==> src/rtl/hazard_ctrl_pkg.sv <==
// Shared types and encodings for the decode-stage hazard/forwarding controller.
//   - wd_sel writeback-source encodings (WD_*)
//   - rD*_sel forwarding-select encodings (FWD_*)
//   - sb_slot_t: one scoreboard slot {valid_we, rd, wd_sel}
package hazard_ctrl_pkg;

    localparam int unsigned REG_W = 5;
    localparam int unsigned WD_W  = 2;
    localparam int unsigned SEL_W = 3;

    localparam logic [WD_W-1:0] WD_ALU  = 2'b00;
    localparam logic [WD_W-1:0] WD_DRAM = 2'b01;
    localparam logic [WD_W-1:0] WD_PC4  = 2'b10;
    localparam logic [WD_W-1:0] WD_IMM  = 2'b11;

    localparam logic [SEL_W-1:0] FWD_RF     = 3'b000;
    localparam logic [SEL_W-1:0] FWD_EX_RES = 3'b001;
    localparam logic [SEL_W-1:0] FWD_EX_IMM = 3'b010;
    localparam logic [SEL_W-1:0] FWD_MEM    = 3'b011;
    localparam logic [SEL_W-1:0] FWD_WB     = 3'b100;

    typedef struct packed {
        logic             valid_we;
        logic [REG_W-1:0] rd;
        logic [WD_W-1:0]  wd_sel;
    } sb_slot_t;

    // A slot matches a source register only when it will really write it.
    function automatic logic slot_hit(input sb_slot_t slot, input logic [REG_W-1:0] rs);
        return slot.valid_we && (slot.rd == rs);
    endfunction

endpackage

==> src/rtl/hazard_fwd_sel.sv <==
// Per-operand forwarding select and load/link-use hazard detection.
// Ports:
//   rs, used                 source register of the ID instruction and whether it is read
//   ex_slot/mem_slot/wb_slot scoreboard slots, youngest first
//   sel_c                    forwarding select (combinational)
//   hazard_c                 EX producer cannot forward yet (combinational)
module hazard_fwd_sel
    import hazard_ctrl_pkg::*;
(
    input  logic [REG_W-1:0] rs,
    input  logic             used,
    input  sb_slot_t         ex_slot,
    input  sb_slot_t         mem_slot,
    input  sb_slot_t         wb_slot,
    output logic [SEL_W-1:0] sel_c,
    output logic             hazard_c
);

    // From MEM onward every writeback source is available, so only EX cares about wd_sel.
    logic unused_wd_sel;
    assign unused_wd_sel = ^{mem_slot.wd_sel, wb_slot.wd_sel};

    // Youngest matching slot wins.
    always_comb begin
        sel_c    = FWD_RF;
        hazard_c = 1'b0;
        if (used && (rs != '0)) begin
            if (slot_hit(ex_slot, rs)) begin
                case (ex_slot.wd_sel)
                    WD_ALU:  sel_c = FWD_EX_RES;
                    WD_IMM:  sel_c = FWD_EX_IMM;
                    default: hazard_c = 1'b1;   // DRAM / PC+4 not ready until MEM
                endcase
            end else if (slot_hit(mem_slot, rs)) begin
                sel_c = FWD_MEM;
            end else if (slot_hit(wb_slot, rs)) begin
                sel_c = FWD_WB;
            end
        end
    end

endmodule

==> src/rtl/hazard_ctrl.sv <==
// Decode-stage hazard and forwarding controller for the five-stage pipeline.
// Tracks in-flight destinations (EX/MEM/WB), drives operand forwarding selects,
// raises load-use stalls and taken-branch flushes, and counts both events.
// Ports:
//   clk_cpu, rst_cpu             clock, synchronous active-high reset
//   rs1_id/rs2_id, rs*_used_id   source registers of the ID instruction
//   rd_id, rd_we_id, wd_sel_id   destination info of the ID instruction
//   branch_taken_ex              EX branch/jump resolved taken
//   rD1_sel, rD2_sel             forwarding selects (combinational)
//   stop, bubble, flush_if_id    pipeline control (combinational)
//   stall_cnt, flush_cnt         saturating event counters (registered)
module hazard_ctrl
    import hazard_ctrl_pkg::*;
#(
    parameter int unsigned CNT_W = 16
) (
    input  logic             clk_cpu,
    input  logic             rst_cpu,
    input  logic [4:0]       rs1_id,
    input  logic [4:0]       rs2_id,
    input  logic             rs1_used_id,
    input  logic             rs2_used_id,
    input  logic [4:0]       rd_id,
    input  logic             rd_we_id,
    input  logic [1:0]       wd_sel_id,
    input  logic             branch_taken_ex,
    output logic [2:0]       rD1_sel,
    output logic [2:0]       rD2_sel,
    output logic             stop,
    output logic             bubble,
    output logic             flush_if_id,
    output logic [CNT_W-1:0] stall_cnt,
    output logic [CNT_W-1:0] flush_cnt
);

    sb_slot_t ex_q, mem_q, wb_q;
    sb_slot_t ex_d;
    logic     hazard1, hazard2, hazard;

    hazard_fwd_sel u_fwd_rs1 (
        .rs       (rs1_id),
        .used     (rs1_used_id),
        .ex_slot  (ex_q),
        .mem_slot (mem_q),
        .wb_slot  (wb_q),
        .sel_c    (rD1_sel),
        .hazard_c (hazard1)
    );

    hazard_fwd_sel u_fwd_rs2 (
        .rs       (rs2_id),
        .used     (rs2_used_id),
        .ex_slot  (ex_q),
        .mem_slot (mem_q),
        .wb_slot  (wb_q),
        .sel_c    (rD2_sel),
        .hazard_c (hazard2)
    );

    assign hazard = hazard1 | hazard2;

    // Pipeline control; a taken branch squashes the hazarding ID instruction instead of stalling.
    always_comb begin
        stop        = 1'b0;
        bubble      = 1'b0;
        flush_if_id = 1'b0;
        if (branch_taken_ex) begin
            bubble      = 1'b1;
            flush_if_id = 1'b1;
        end else if (hazard) begin
            stop   = 1'b1;
            bubble = 1'b1;
        end
    end

    // Next EX slot; x0 writes never become valid so x0 never forwards or stalls.
    always_comb begin
        ex_d          = '0;
        if (!bubble) begin
            ex_d.valid_we = rd_we_id && (rd_id != '0);
            ex_d.rd       = rd_id;
            ex_d.wd_sel   = wd_sel_id;
        end
    end

    // Scoreboard shift register.
    always_ff @(posedge clk_cpu) begin
        if (rst_cpu) begin
            ex_q  <= '0;
            mem_q <= '0;
            wb_q  <= '0;
        end else begin
            ex_q  <= ex_d;
            mem_q <= ex_q;
            wb_q  <= mem_q;
        end
    end

    // Saturating event counters.
    always_ff @(posedge clk_cpu) begin
        if (rst_cpu) begin
            stall_cnt <= '0;
            flush_cnt <= '0;
        end else begin
            if (stop && (stall_cnt != '1)) begin
                stall_cnt <= stall_cnt + CNT_W'(1);
            end
            if (branch_taken_ex && (flush_cnt != '1)) begin
                flush_cnt <= flush_cnt + CNT_W'(1);
            end
        end
    end

endmodule

==> config.mk <==
export PLATFORM = sky130hd
export DESIGN_NAME = hazard_ctrl
export DESIGN_NICKNAME = d
export VERILOG_FILES = /design/src/rtl/hazard_ctrl_pkg.sv /design/src/rtl/hazard_fwd_sel.sv /design/src/rtl/hazard_ctrl.sv
export SDC_FILE = /design/constraint.sdc
export NUM_CORES = 1
export LEC_CHECK = 0
export ABC_AREA = 1
export BUFFER_PORTS_ARGS = -buffer_cell sky130_fd_sc_hd__buf_2
export CAP_MARGIN = 20
export CORE_MARGIN = 1.5
export CORE_UTILIZATION = 59
export DETAILED_ROUTE_END_ITERATION = 8
export PLACE_DENSITY = 0.86
export SYNTH_ARGS = -nofsm -noshare
export SYNTH_HDL_FRONTEND = slang
export SYNTH_SLANG_ARGS = --single-unit
==> constraint.sdc <==
create_clock -name clk_cpu -period 2.6 [get_ports clk_cpu]
set_input_delay 0.65 -clock clk_cpu [delete_from_list [all_inputs] [get_ports clk_cpu]]
set_output_delay 0.65 -clock clk_cpu [all_outputs]
set_load 0.02 [all_outputs]
; ---- Word level (Yosys, flattened, before mapping)
; Index checks and enable logic that the tools add are counted.
[op_classes]
addsub = 2
eq_ne = 9
mux = 18
bitwise_logic = 1
n_reduce_logical = 17
[ops]
columns = operator, count
row1 = "adder 16 x 1 -> 16 bit, second input constant", 2
row2 = "!= test 16 bit, second input constant", 2
row3 = == test 5 bit, 6
row4 = two-way mux 3 bit, 8
row5 = nonzero test 5 bit, 3
row6 = logical AND 1 bit, 11
row7 = two-way mux 1 bit, 9
row8 = case mux 2 bit (2 select lines), 1
row9 = OR reduction 2 bit, 2
row10 = "== test 2 bit, second input constant", 1
row11 = logical NOT 2 bit, 1
row12 = bitwise OR 1 bit, 1
[word_totals]
regBits = 52
output_inout_bits = 41
elab_cells = 56

; ---- Depth between registers and ports, before layout
; Gate-level depths: netlist of the first run.
[logic_depth]
ltp_word = 9
depth_mapped = 12
mapped_depth_nobuf = 11

; ---- By module
; A second synthesis of the first run with hierarchy kept.
[unflattened]
hier_cells = 549
hier_area_um2 = 3468.3
[by_module_without_submodules]
columns = module, instances, cells_each, area_per_inst_um2
row1 = hazard_ctrl, 1, 373, 2632.5
row2 = hazard_fwd_sel, 2, 88, 417.9

; ---- Worst setup path before layout of the first run
; OpenSTA, ideal clock, no wires.
[synth_timing]
path_type = input to output
from = input port rs2_id[4]
to = output port rD2_sel[2]
arrival_time_ps = 1573
required_time_ps = 1950
path_slack_ps = 377
path_stages = 4
path_buffers = 0
path_cell_list = xor2_1 nor3_1 o2111ai_1 nor3_1
[synth_via]
elab_chain_len = 6
word_cells_on_any_way = 12
cone_classes = eq/ne: 3 / mux: 4 / reduce/logical: 5
[synth_lines]
columns = element, line
row1 = start: declaration, hazard_ctrl.sv:20  ; input logic [4:0] rs2_id,
row2 = == test 5 bit, hazard_ctrl_pkg.sv:30  ; return slot.valid_we && (slot.rd == rs);
row3 = logical AND 1 bit, hazard_ctrl_pkg.sv:30
row4 = two-way mux 3 bit, hazard_fwd_sel.sv:36  ; end else if (slot_hit(wb_slot, rs)) begin
row5 = two-way mux 3 bit, hazard_fwd_sel.sv:34  ; end else if (slot_hit(mem_slot, rs)) begin
row6 = two-way mux 3 bit, hazard_fwd_sel.sv:28  ; if (slot_hit(ex_slot, rs)) begin
row7 = two-way mux 3 bit *, hazard_fwd_sel.sv:27  ; if (used && (rs != '0)) begin
row8 = end: declaration, hazard_ctrl.sv:28  ; output logic [2:0] rD2_sel,
; Every way passes the cells marked *; elsewhere a longest branch is shown, timed or not.

; ---- Final worst setup path of the first run
[layout_timing]
from = input port rs1_id[4]
to = output port rD1_sel[1]
[layout_via]
elab_chain_len = 5
word_cells_on_any_way = 9
cone_classes = eq/ne: 2 / mux: 3 / reduce/logical: 4
[layout_lines]
columns = element, line
row1 = start: declaration, hazard_ctrl.sv:19  ; input logic [4:0] rs1_id,
row2 = == test 5 bit, hazard_ctrl_pkg.sv:30
row3 = logical AND 1 bit, hazard_ctrl_pkg.sv:30
row4 = two-way mux 3 bit, hazard_fwd_sel.sv:34
row5 = two-way mux 3 bit, hazard_fwd_sel.sv:28
row6 = two-way mux 3 bit *, hazard_fwd_sel.sv:27
row7 = end: declaration, hazard_ctrl.sv:27  ; output logic [2:0] rD1_sel,
; Marked as above.

==> results of run 1 <==
## worst max-delay path, cell delays in order
cell,delay (ps)
buf_2,130
inv_1,70
nand2_1,50
nand2_1,60
nand2_1,50
nor2_1,160
nand2_1,120
nand2_1,100
nand2_1,70
nor2_1,90
buf_2,170
## final timing paths
check / slack, ps / start / endpoint / cells after the start
worst max register to register: 550 / stall_cnt[0] / stall_cnt[9] / 10
worst min-delay path: 480 / mem_q[7] / wb_q[7] / 2
worst min register to register: 480 / mem_q[7] / wb_q[7] / 2
worst max-delay path: 230 / rs1_id[4] / rD1_sel[1] / 11
## power groups by stage
stage | clock network, W | registers (W) | logic (W)
after floorplan | 0 | 0.000837 | 0.0000895
after global placement | 0 | 0.000837 | 0.000142
after detailed placement | 0 | 0.000837 | 0.000145
after CTS | 0.000537 | 0.000818 | 0.000145
after global routing | 0.000565 | 0.000820 | 0.000163
final | 0.000521 | 0.000818 | 0.000146
## metrics by stage
stage                     total power, W  hold WS (ps)  util [%]  setup slack (ps)  instance area, um2
after global placement         0.0009791         471.1     67.94             274.4                3492
final                           0.001485         483.9     69.86             233.7                3591
after CTS                       0.001501         486.0     69.86             248.1                3591
after floorplan                0.0009267         409.2         -             376.7                3161
after global routing            0.001548         498.5     69.86             87.83                3591
after detailed placement       0.0009813         467.8     67.94             254.1                3492
## final cells by class
type                            instances  area, um2  share of cell area [%]
Multi-Input combinational cell        342       1665                   46.38
Sequential cell                        52       1041                   28.99
Timing Repair Buffer                   67      345.3                   9.617
Clock buffer                            5      68.82                   1.916
Tap cell                               70      87.58                   2.439
Clock inverter                          1      30.03                  0.8362
Inverter                               94      352.8                   9.826
## layout by cell type, fill, tap and decap left out, types with 5 or more instances in the layout
master / n
inv_1: 93
o21ai_0: 7
nand2_1: 124
dfxtp_1: 52
clkbuf_8: 5
xor2_1: 11
nor2_1: 79
nand4_1: 23
xnor2_1: 6
nor3_1: 12
nand3_1: 30
buf_2: 63
a21oi_1: 17
## registers in the layout, indices dropped and copies added, names as in the netlist
| register | cells |
|---|---|
| ex_q | 8 |
| flush_cnt | 16 |
| mem_q | 6 |
| stall_cnt | 16 |
| wb_q | 6 |
## routing by layer
| metal | vias to the layer above | share of wire (%) |
|---|---|---|
| li1 | 1673 | - |
| met1 | 1454 | 42 |
| met2 | 103 | 52 |
| met3 | 12 | 4.7 |
| met4 | 0 | 1.8 |
| met5 | - | 0 |
## logic make-up after synthesis
| family | share of synthesized area [%] |
|---|---|
| xor+xnor | 4.711 |
| flops | 32.94 |
| buf+inv | 14.37 |
| compound gates | 6.809 |
| fa+ha+maj | 1.584 |
| simple gates | 39.59 |
==> results by group, run 1 <==
Clock network
  • Root Buffer: clkbuf_8
  • Clk slew on worst S/H paths: 90 ps
  • Hold Buf Count CTS: 0
  • Clock Latency Late Sink: 290 ps
  • Clock tree from TritonCTS: built
  • CTS resizes: 0
  • CTS H-Tree Depth: 2
  • CTS Buffer Depth: 2
  • CTS Buf Count: 5
  • Setup bufs post-CTS: 0
  • # clock sinks: 52

Layout
  • Fillers: 478
  • Finished Layout Cells: 631
  • NumNets Final: 589
  • Area growth syn-to-layout: 13.62%
  • Share of layout cells above drive strength 1: 15.86%
  • Ant. Diodes: 0

Drt
  • Routed wire length: 7571 um
  • Vias post-DR: 3242
  • DR vias/cell: 5.138
  • 1st-iter DRT viols: 159
  • Average wire per standard cell: 12.00 um
  • DRT Pass-1 Iters: 5
  • DRC: 0
  • DRT antenna net count: 0

Synth
  • Ranking of synthesized cells by area: dfxtp_1, nand2_1, inv_1
  • Register area share after synthesis: 32.94%
  • Mapped Nets: 529
  • Top-count cell post-synth: nand2_1
  • Commonest cells in the netlist: nand2_1, inv_1, nor2_1
  • Mapped cell area: 0.003161 mm2
  • Yosys cell types: 36
  • Share of the synthesized area in the top cell type: 32.94%
  • Area leader, netlist: dfxtp_1
  • YS warnings: 0
  • Main flop type after synthesis: dfxtp_1
  • Synth Instances: 502
  • Avg Inst Size Synth: 6.296 um2
  • Synth Register Bits: 52
  • Async SR Flop Fraction: 0%
  • Post-synth EDFFs: 0

Global route
  • Met2 Track Usage GR: 51.26%
  • Vias in the first global route: 2990
  • Met1 Usage GRT: 31.58%
  • GRT overflow: 0
  • GRT met3 Usage: 3.832%
  • Tot GR Track Use: 27.39%
  • Largest net degree at the start of global routing: 31
  • First-pass GRT wire length: 13180 um
  • Global routing's busiest layer: met2
  • Initial antenna violation count: 0

Timing
  • Clock skew: 6.049 ps
  • Final setup viols: 0
  • Total Neg Setup Slack: 0 ps
  • Final min period: 2366 ps
  • Max Clock Freq: 422.6 MHz
  • Relative slew slack: 51.89%
  • Fin crit share: 91.01%
  • RSZ-0062 raised after global routing: no
  • Final Max Tran Viols: 0
  • Hold Fails Final Rpt: 0
  • Worst slew pin tran: 721.6 ps

Pwr
  • VDD IR max: 0.0003527 V
  • Clock power share: 35.1%
  • Switch share: 23.68%
  • Sequential power share: 55.1%
  • Pwr Density: 413.6 mW/mm2
  • P_sw: 0.0003518 W
  • P_leak: 1.738 nW
  • Part of the power in combinational logic: 9.8%
  • Internal power: 0.001133 W

Setup path
  • WP data required: 1950 ps
  • Worst setup EP type: output port
  • Crit-path max FO: 5
  • Critical path startpoint category: primary input
  • WP data arrival: 1720 ps
  • Kind of critical path: in -> out

Floorplan
  • Row count: 26
  • Die X: 76.19 um
  • Initial core utilization: 61.49%
  • Core area: 0.005140 mm2
  • Io pins: 64
  • Height of the die: 76.19 um
  • Die area: 0.005805 mm2

Min path
  • Min-Delay Path Class: reg -> reg

Placed design
  • Hpwl dp: 5784 um
  • Routability cong.: 0.9600
  • Placed Cells: 625
  • Port buffer count: 63

Run
  • Max Cap Viol: 0

Run status
  • Outcome: finished clean
(Power assumes the default switching activity.)
==> run 2, diff against run 1 <==
- GPL_TIMING_DRIVEN: unset -> 0
- REMOVE_ABC_BUFFERS: unset -> 1
==> results by group, run 2 (synthesis results as in run 1) <==
Pwr
  • Clock power share: 36.9%
  • Switch share: 24.82%
  • Sequential power share: 53.6%
  • Part of the power in combinational logic: 9.5%
  • Final Power: 0.001524 W
  • Internal power: 0.001146 W
  • Pwr Density: 422.0 mW/mm2
  • VDD IR max: 0.0002941 V
  • P_leak: 1.741 nW
  • P_sw: 0.0003783 W

Setup path
  • Reg2reg path depth: 10
  • Most frequent CP cell: buf_2
  • CP Cell Sequence: buf_2, inv_2, a21oi_2, nand2_1, nor2_2, nand4_1, nand2_4, inv_1, nor2_1, buf_2
  • Crit path max-delay family: simple AND/OR/NAND/NOR gates
  • Critical path startpoint category: primary input
  • Critical Path Stages: 10
  • Worst Setup SP: rs2_id[3]
  • WP data required: 1950 ps
  • Setup slack, reg-to-reg: 480 ps
  • Critical Path Sink: stop
  • CP max-delay cell: nand4_1
  • Crit-path max FO: 6
  • Kind of critical path: in -> out
  • WP data arrival: 1830 ps
  • Worst R2R Start: stall_cnt[1]
  • Worst setup EP type: output port
  • Highest cell delay on the worst timing path: 180 ps
  • FF-to-FF End: stall_cnt[9]
  • WP buf/inv: 4

Min path
  • Min-Delay Path Class: reg -> reg
  • Launch point of the worst hold path: mem_q[7]

Drt
  • Average wire per standard cell: 11.87 um
  • DRT Pass-1 Iters: 5
  • 1st-iter DRT viols: 272
  • Vias post-DR: 3272
  • DRC: 0
  • Routed wire length: 7516 um
  • DRT antenna net count: 0
  • DR vias/cell: 5.169

Global route
  • Largest net degree at the start of global routing: 34
  • Vias in the first global route: 2931
  • Tot GR Track Use: 26.00%
  • Initial antenna violation count: 0
  • GRT overflow: 0
  • First-pass GRT wire length: 12400 um

Placed design
  • Placed Cells: 621
  • Dpl cell area: 0.003462 mm2
  • Hpwl dp: 5297 um
  • Port buffer count: 63
  • Routability cong.: 0.8986

Timing
  • Final setup viols: 0
  • Final min period: 2477 ps
  • Relative slew slack: 53.75%
  • Hold Fails Final Rpt: 0
  • Total Neg Setup Slack: 0 ps
  • Fin crit share: 95.28%
  • Worst slew pin tran: 693.0 ps
  • Hold_ws: 450.7 ps
  • RSZ-0062 raised after global routing: no
  • Clock skew: 10.31 ps
  • Final Max Tran Viols: 0
  • Max Clock Freq: 403.7 MHz

Floorplan
  • Row count: 26
  • Height of the die: 76.19 um
  • Die X: 76.19 um
  • Die area: 0.005805 mm2
  • Core area: 0.005140 mm2
  • Initial core utilization: 61.49%
  • Io pins: 64

Layout
  • NumNets Final: 589
  • Ant. Diodes: 0
  • Fin area: 0.003611 mm2
  • Area growth syn-to-layout: 14.25%
  • Finished Layout Cells: 633
  • Most frequent cells in the layout: nand2_1, inv_1, nor2_1, buf_2, dfxtp_1
  • Share of layout cells above drive strength 1: 16.16%
  • Most common cell after layout, fill and taps aside: nand2_1
  • Top flop regs: flush_cnt (16), stall_cnt (16), ex_q (8)

Clock network
  • CTS H-Tree Depth: 2
  • # clock sinks: 52
  • CTS Buffer Depth: 2
  • Root Buffer: clkbuf_8
  • CTS Buf Count: 5
  • Clock tree from TritonCTS: built
  • Clock Latency Late Sink: 310 ps
  • Hold Buf Count CTS: 0
  • Clk slew on worst S/H paths: 100 ps

Run
  • Max Cap Viol: 0

Run status
  • Outcome: finished clean
==> run 2: changes by cell type in the layout (fill, tap and decap cells not counted) <==
cell,before,now
buf_4,4,3
inv_6,0,1
nand2_4,0,1
clkbuf_1,0,1
inv_1,93,92
clkinvlp_4,0,1
==> run 2: worst min path at each step <==
stage               endpoint  slack [ps]  depth (start not counted)
global route         wb_q[7]         490                          2
CTS                  wb_q[7]         450                          2
detailed placement   wb_q[7]         430                          2
finish               wb_q[7]         450                          2
floorplan            wb_q[7]         410                          2
global placement     wb_q[7]         420                          2
==> run 2: metal layers <==
| metal | global-route usage [%] | part of all wire, % |
|---|---|---|
| met3 | 5.749 | 6.1 |
| met4 | 10.00 | 2.3 |
| met2 | 44.32 | 47 |
| met5 | 0 | 0 |
| met1 | 32.02 | 44 |
==> run 2: layout make-up <==
class                   count  area, um2
repair buffers             66      337.8
well taps                  70      87.58
clock buffers               6      72.57
flip-flops and latches     52       1041
inverters                  94      356.6
multi-input cells         343       1677
fillers                   474       1529
clock inverters             2      38.79
==> run 2: stage by stage <==
stage	util (%)	worst slack, ps
floorplan	-	141.2
global placement	67.36	-151.6
detailed placement	67.36	-204.6
CTS	69.89	51.58
global route	70.25	12.89
finish	70.25	122.8
==> run 2: worst reg2reg max path: cells and delay by family (launching register included) <==
kind / cells / cell delay, ps
buf+inv: 2 / 130
simple gates: 7 / 1300
flops: 1 / 390
fa+ha+maj: 1 / 200
==> run 2: timing repair <==
item | CTS | global route
gates resized for setup | 1 | 1
buffers inserted | 1 | 2
setup endpoints to repair | 2 | 2
gates cloned | 1 | 0
pin swaps | 1 | 2
==> run 2: power groups by stage <==
stage	Combinational [W]	Sequential, W	Clock [W]
5_1_grt	0.000162	0.000819	0.000606
3_3_place_gp	0.000136	0.000835	0
6_report	0.000145	0.000816	0.000563
4_1_cts	0.000143	0.000817	0.000573
2_1_floorplan	0.0000780	0.000837	0
3_5_place_dp	0.000141	0.000835	0
